$ cat src/rtl/mux_bus_regfile.sv
// mux_bus_regfile: clocked register file behind an async,
// multiplexed ALE/RD/WR CPU bus with sticky error status.
module mux_bus_regfile #(
    parameter int              DW        = 8,
    parameter int              NOUT      = 4,
    parameter int              NIN       = 4,
    parameter logic [DW-1:0]   RESET_VAL = '0
) (
    input  logic               clk,
    input  logic               rst_n,
    input  logic [DW-1:0]      bus_in,
    output logic [DW-1:0]      bus_out,
    output logic               bus_oe,
    input  logic               ale,
    input  logic               rd,
    input  logic               wr,
    output logic [NOUT*DW-1:0] out_regs,
    input  logic [NIN*DW-1:0]  in_regs,
    output logic               wr_stb,
    output logic               rd_stb,
    output logic               err
);

    if (64'(NOUT + NIN + 1) > (64'd1 << DW)) begin : g_size_chk
        $error("mux_bus_regfile: NOUT+NIN+1 exceeds 2**DW");
    end

    localparam logic [DW-1:0] A_ST = DW'(NOUT + NIN);

    logic [1:0]    ale_q, rd_q, wr_q;
    logic [DW-1:0] bus_m, bus_s;
    logic          ale_s, rd_s, wr_s;
    logic          ale_p, rd_p, wr_p;
    logic [1:0]    vld;
    logic          armed;
    logic [DW-1:0] addr, wdata;
    logic          wvalid, stat_rd, oe_blk;
    logic [DW-1:0] oreg [NOUT];

    logic          rd_rise, rd_fall, wr_rise, wr_fall;
    logic          rw_conf, ale_conf, addr_ld, do_rd;
    logic          addr_out, addr_bad, commit, err_set;
    logic [DW-1:0] rmux;

    assign ale_s = ale_q[1];
    assign rd_s  = rd_q[1];
    assign wr_s  = wr_q[1];

    for (genvar i = 0; i < NOUT; i++) begin : g_out
        assign out_regs[i*DW +: DW] = oreg[i];
    end

    always_comb begin
        rd_rise  = armed & rd_s & ~rd_p;
        rd_fall  = armed & ~rd_s & rd_p;
        wr_rise  = armed & wr_s & ~wr_p;
        wr_fall  = armed & ~wr_s & wr_p;
        rw_conf  = armed & rd_s & wr_s;
        ale_conf = armed & ale_s & (rd_s | wr_s);
        addr_ld  = armed & ale_s & ale_p & ~rd_s & ~wr_s;
        do_rd    = rd_rise & ~rw_conf & ~oe_blk;
        addr_out = addr < DW'(NOUT);
        addr_bad = addr > A_ST;
        commit   = wr_fall & wvalid;
        err_set  = rw_conf | ale_conf | (commit & ~addr_out)
                 | (do_rd & addr_bad);
    end

    always_comb begin
        rmux = '0;
        for (int i = 0; i < NOUT; i++)
            if (addr == DW'(i)) rmux = oreg[i];
        for (int j = 0; j < NIN; j++)
            if (addr == DW'(NOUT + j)) rmux = in_regs[j*DW +: DW];
        if (addr == A_ST) rmux = {{(DW-1){1'b0}}, err};
    end

    always_ff @(posedge clk) begin
        if (!rst_n) begin
            ale_q   <= '0;
            rd_q    <= '0;
            wr_q    <= '0;
            bus_m   <= '0;
            bus_s   <= '0;
            ale_p   <= 1'b0;
            rd_p    <= 1'b0;
            wr_p    <= 1'b0;
            vld     <= '0;
            armed   <= 1'b0;
            addr    <= '0;
            wdata   <= '0;
            wvalid  <= 1'b0;
            stat_rd <= 1'b0;
            oe_blk  <= 1'b0;
            bus_out <= '0;
            bus_oe  <= 1'b0;
            wr_stb  <= 1'b0;
            rd_stb  <= 1'b0;
            err     <= 1'b0;
            for (int i = 0; i < NOUT; i++) oreg[i] <= RESET_VAL;
        end else begin
            ale_q <= {ale_q[0], ale};
            rd_q  <= {rd_q[0], rd};
            wr_q  <= {wr_q[0], wr};
            bus_m <= bus_in;
            bus_s <= bus_m;
            ale_p <= ale_s;
            rd_p  <= rd_s;
            wr_p  <= wr_s;
            // vld covers the sync pipe refill so a held strobe blocks arming
            vld   <= {vld[0], 1'b1};
            if (vld[1] & ~ale_s & ~rd_s & ~wr_s) armed <= 1'b1;

            if (addr_ld) addr <= bus_s;
            if (armed & wr_s & wr_p) wdata <= bus_s;
            if (rw_conf | wr_fall) wvalid <= 1'b0;
            else if (wr_rise)      wvalid <= 1'b1;

            wr_stb <= commit & addr_out;
            for (int i = 0; i < NOUT; i++)
                if (commit & addr_out & (addr == DW'(i))) oreg[i] <= wdata;

            rd_stb <= do_rd & ~addr_bad;
            if (do_rd) bus_out <= rmux;
            if (~rd_s | rw_conf | oe_blk) bus_oe <= 1'b0;
            else if (do_rd)              bus_oe <= 1'b1;

            if (rw_conf)            oe_blk <= 1'b1;
            else if (~rd_s & ~wr_s) oe_blk <= 1'b0;

            if (do_rd)                   stat_rd <= (addr == A_ST);
            else if (rd_fall | rw_conf)  stat_rd <= 1'b0;

            if (err_set)                err <= 1'b1;
            else if (rd_fall & stat_rd) err <= 1'b0;
        end
    end

endmodule

$ cat config.mk
export PLATFORM = sky130hd
export DESIGN_NAME = mux_bus_regfile
export DESIGN_NICKNAME = d
export VERILOG_FILES = /design/src/rtl/mux_bus_regfile.sv
export SDC_FILE = /design/constraint.sdc
export NUM_CORES = 1
export LEC_CHECK = 0
export BUFFER_PORTS_ARGS = -buffer_cell sky130_fd_sc_hd__clkbuf_2
export CAP_MARGIN = 30
export CORE_AREA = 2 2 132 134
export CTS_CLUSTER_SIZE = 16
export DETAILED_ROUTE_END_ITERATION = 10
export DIE_AREA = 0 0 134 136
export PLACE_DENSITY = 0.51
export SYNTH_ARGS = -nofsm -noshare
export SYNTH_HDL_FRONTEND = slang
export SYNTH_SLANG_ARGS = --single-unit
$ cat constraint.sdc
create_clock -name clk -period 3.4 [get_ports clk]
set_input_delay 0.34 -clock clk [delete_from_list [all_inputs] [get_ports clk]]
set_output_delay 0.34 -clock clk [all_outputs]
set_load 0.1 [all_outputs]
; Word-level counts from Yosys, hierarchy flattened
; Memory sizes are Yosys's and may differ from the RTL's.
; Index checks and enable logic that the tools add are counted.
[op_classes]
reduce_logical = 6
n_eq_ne = 8
bitwise = 53
n_mux = 33
magnitude_cmp = 2
[op_table]
columns = op, n
row1 = two-way mux 8 bit, 13
row2 = "equality test 8 x 3 -> 1 bit, second input constant", 4
row3 = bitwise AND 1 bit, 31
row4 = two-way mux 1 bit, 20
row5 = "equality test 8 x 2 -> 1 bit, second input constant", 2
row6 = OR 1 bit, 12
row7 = NOT 1 bit, 10
row8 = "equality test 8 x 1 -> 1 bit, second input constant", 1
row9 = "equality test 8 x 4 -> 1 bit, second input constant", 1
row10 = "greater-than comparator 8 x 4 -> 1 bit, second input constant", 1
row11 = zero test 8 bit, 1
row12 = "< comparator 8 x 3 -> 1 bit, second input constant", 1
row13 = nonzero test 2 bit, 3
row14 = OR reduction 2 bit, 2
[word_totals]
word_cells = 124
mem_count = 1
register_bits = 59
ramBits = 32
[mem_list]
columns = memory, depth, width, rd, rd_clocked_by_memory_dff, wr, line_no
row1 = oreg, 4, 8, 4, 0, 4, 38  ; logic [DW-1:0] oreg [NOUT];

; Depth between registers and ports, before layout
[depth]
ltp_word = 10
mapped_depth = 7
mapped_depth_nobuf = 4

; Worst setup path before layout
; No wires, ideal clock.
[synth_timing]
path_type = reg-to-reg
startpoint = reg addr[7]
endpoint = mem oreg[1][0], enable pin
arrival_time_ns = 1.792
n_path_buf = 0
path_slack_ns = 1.224
synth_period_minus_slack_ns = 2.176
t_required_ns = 3.016
stages_incl_launch_ff = 5
cell_sequence = dfxtp_1 -> nor4_4 -> nand3_1 -> or2_2 -> o21ai_0
[synth_rtl]
columns = item, line_no
row1 = start: declaration, 36  ; logic [DW-1:0] addr, wdata;
row2 = start signal: assignment, 114  ; if (addr_ld) addr <= bus_s;
row3 = end: declaration, 38

; Worst setup path in the final report
[layout_timing]
startpoint = reg addr[2]
endpoint = reg bus_out[1]
[layout_between]
elab_chain_len = 10
word_cells_on_any_way = 18
[layout_lines]
columns = item, line_no
row1 = zero test 8 bit, 72  ; if (addr == DW'(i)) rmux = oreg[i];
row2 = two-way mux 8 bit (4 in series), 72
row3 = two-way mux 8 bit (4 in series), 74  ; if (addr == DW'(NOUT + j)) rmux = in_regs[j*DW +: DW];
row4 = two-way mux 8 bit *, 75  ; if (addr == A_ST) rmux = {{(DW-1){1'b0}}, err};
row5 = end signal: assignment, 124  ; if (do_rd) bus_out <= rmux;
row6 = end: declaration, 12  ; output logic [DW-1:0] bus_out,
; Every way passes the cells marked *; elsewhere a longest branch is shown, timed or not.
; A chain may end at the register's enable or synchronous reset.

==> run metrics <==
status=complete, no violations; Synth Area in Compound Gates=0.136; worst hold margin=about 0.19 ns; reg2reg setup slack=approximately 0.96 ns; element type at the critical path end=register; Cell Area, Synth=0.00398 mm²; part of the cycle the worst path needs=0.718; Yosys Warn Count=0; ANT cells=0; # clock sinks=91; layout cells sized above 1=0.267; CTS max path bufs=2; post-route cell area=0.00493 mm²; register area share after synthesis=0.538; Synth Area in Adders=0.00251; Fin Setup TNS=0 ns; first-pass GRT wire length=about 17000 µm; Worst Path Max Fanout=33; main combinational cell family by area after synthesis=simple AND/OR/NAND/NOR gates; largest net degree at the start of global routing=36; synthesis-stage register bit count=91; Rel. slew slack=0.322; CTS Buf Count=9; pin slew with the least headroom to its limit=around 1.0 ns; Placement Cell Area=around 0.0046 mm²; Yosys cell types=53; max-slew violation count=0; commonest non-fill, non-tap cell in the layout=clkbuf_2; dominant synthesized flop cell=dfxtp_1; Initial Utilization=0.236; ys async rst share=0; post-CTS sizing=0; Lkg Pwr=roughly 1.9 nW; io pins=89; clock latency on the worst-skew pair=roughly 0.35 ns; CP arrival=between 2 and 3 ns; Die Y=about 140 µm; core area=0.0169 mm²; Mean Syn Cell Area=a little over 10 µm²; Setup Slack @ Placement=between 0.6 and 0.7 ns; Reg clk slew, reported paths=roughly 0.070 ns; global-route usage over all layers=0.124; die area=~0.018 mm²; Placer Congestion=just under 0.8; final count of negative-setup-slack endpoints=0; multiplexer share of the synthesized area=0.0537; Post-Syn Nets=around 440; gr ovfl total=0; HPWL after DPL=approximately 8200 µm; max cap viols=0; Layout area overhead=23.8%; CP Class=reg2reg; routed via count divided by cell count=~4.6; most frequent cells in the layout=clkbuf_2 (88), dfxtp_1 (59), and2_1 (57); VDD IR max=approximately 0.24 mV; TritonCTS clock tree=built; RSZ-0062 raised after global routing=false; drt pass-1 iters=4; initial antenna violation count=0; xor/xnor cell area share of the yosys netlist=0; Simple-Gate Fraction of Synth Area=0.239; IO Port Bufs=just under 90; Root Driver=clkbuf_16; Max Fclk=410 MHz; antenna viol nets, final=0; Final nets=around 520; number of flops mapped to enable cells by yosys=32; Starting DRT DRC Count=between 200 and 250; power per cell area=approximately 470 mW/mm²; Final Skew=between 0.007 and 0.008 ns; H-tree depth=3; Final Hold Fails=0; # DRC=0; final WL=11000 µm; Worst Slack Setup Final=~0.96 ns; Via Count=3200; crit path time final=approximately 2.4 ns; Die Wd=134 µm; Min-Delay Path Class=in2reg; Synth Instances=390; CP required=approximately 3.7 ns; Hold-fix buffers, CTS=0; vias in the first global route=3227; Worst setup SP type=register; Post-CTS Setup Bufs=0; wire length per cell=15.7 µm; # rows=48
critical path, stage by stage, from the launching register on:
cell and delay, ns:
dfxtp_1 0.99, nor4b_2 0.16, a211oi_2 0.85, a32oi_1 0.23, o21ai_1 0.14
registers in the layout, indices dropped and copies added, names as in the netlist:
name and count:
bus_out 8, oe_blk 1, oreg 32, vld 2
wr_stb 1, wr_q 2, ale_q 2, wdata 8
wvalid 1, bus_s 8, bus_m 8, addr 8
rd_p 1, wr_p 1, armed 1, stat_rd 1
rd_stb 1, err 1, ale_p 1, bus_oe 1
rd_q 2
cells in the mapped netlist (3+ instances only):
| cell type | count | area share |
|---|---|---|
| o21ai_1 | 6 | 0.0075 |
| nand4b_1 | 3 | 0.0066 |
| nor2_1 | 25 | 0.024 |
| nor3b_1 | 7 | 0.013 |
| o211ai_1 | 8 | 0.015 |
| buf_2 | 3 | 0.0038 |
| nand2_1 | 28 | 0.026 |
| and2_1 | 57 | 0.090 |
| dfxtp_1 | 59 | 0.30 |
| a21oi_1 | 22 | 0.028 |
| or3_2 | 5 | 0.0094 |
| edfxtp_1 | 32 | 0.24 |
| inv_1 | 3 | 0.0028 |
| nor3_1 | 4 | 0.0050 |
| o2bb2ai_1 | 6 | 0.013 |
| a32oi_1 | 5 | 0.011 |
| nor4_1 | 6 | 0.0094 |
| o21ai_0 | 30 | 0.038 |
| clkbuf_1 | 18 | 0.017 |
| mux2i_1 | 18 | 0.045 |
| nand3_1 | 5 | 0.0063 |
| nor2b_1 | 3 | 0.0047 |
layout make-up:
type	count	area, µm²
well taps	225	282
inverters	4	15.0
clock inverters	7	56.3
flip-flops and latches	91	2140
clock buffers	9	225
repair buffers	95	493
fillers	1774	11900
multi-input cells	270	1720
stage by stage:
step                      power, mW  utilization  instances
final                          2.33        0.292        701
after global routing           2.41        0.292        701
after CTS                      2.36        0.292        701
after detailed placement       1.40        0.276        685
after global placement         1.40        0.276        685
after floorplan                1.34            -        390
kinds of logic after synthesis:
family,after synthesis
AND/OR/NAND/NOR,162
flip-flops,91
AO/OA/AOI/OAI,87
adder cells (fa/ha/maj),1
multiplexers,20
buffers and inverters,29
metal layers:
layer,wire [µm],up-vias,GRT usage,part of all wire
met4,148,0,0.0508,0.013
met3,694,11,0.0377,0.063
li1,-,1563,-,-
met5,0,-,0,0
met2,5230,101,0.195,0.47
met1,4950,1525,0.159,0.45
worst paths after layout:
kind	startpoint	end	cells after the start
min reg2reg	rd_q[0]$_SDFF_PN0_	rd_q[1]$_SDFF_PN0_	1
min	bus_in[6]	bus_m[6]$_SDFF_PN0_	2
max	addr[2]$_SDFFE_PN0P_	bus_out[1]$_SDFFE_PN0P_	4
max reg2reg	addr[2]$_SDFFE_PN0P_	bus_out[1]$_SDFFE_PN0P_	4
power breakdown:
| group | switching (mW) | total [mW] | internal, mW | leakage, nW |
|---|---|---|---|---|
| clock network | 0.445 | 0.950 | 0.506 | 0.137 |
| registers | 0.0212 | 1.17 | 1.15 | 0.811 |
| logic | 0.155 | 0.203 | 0.0483 | 0.938 |
| total | 0.621 | 2.33 | 1.71 | 1.89 |
(Power assumes the default switching activity.)
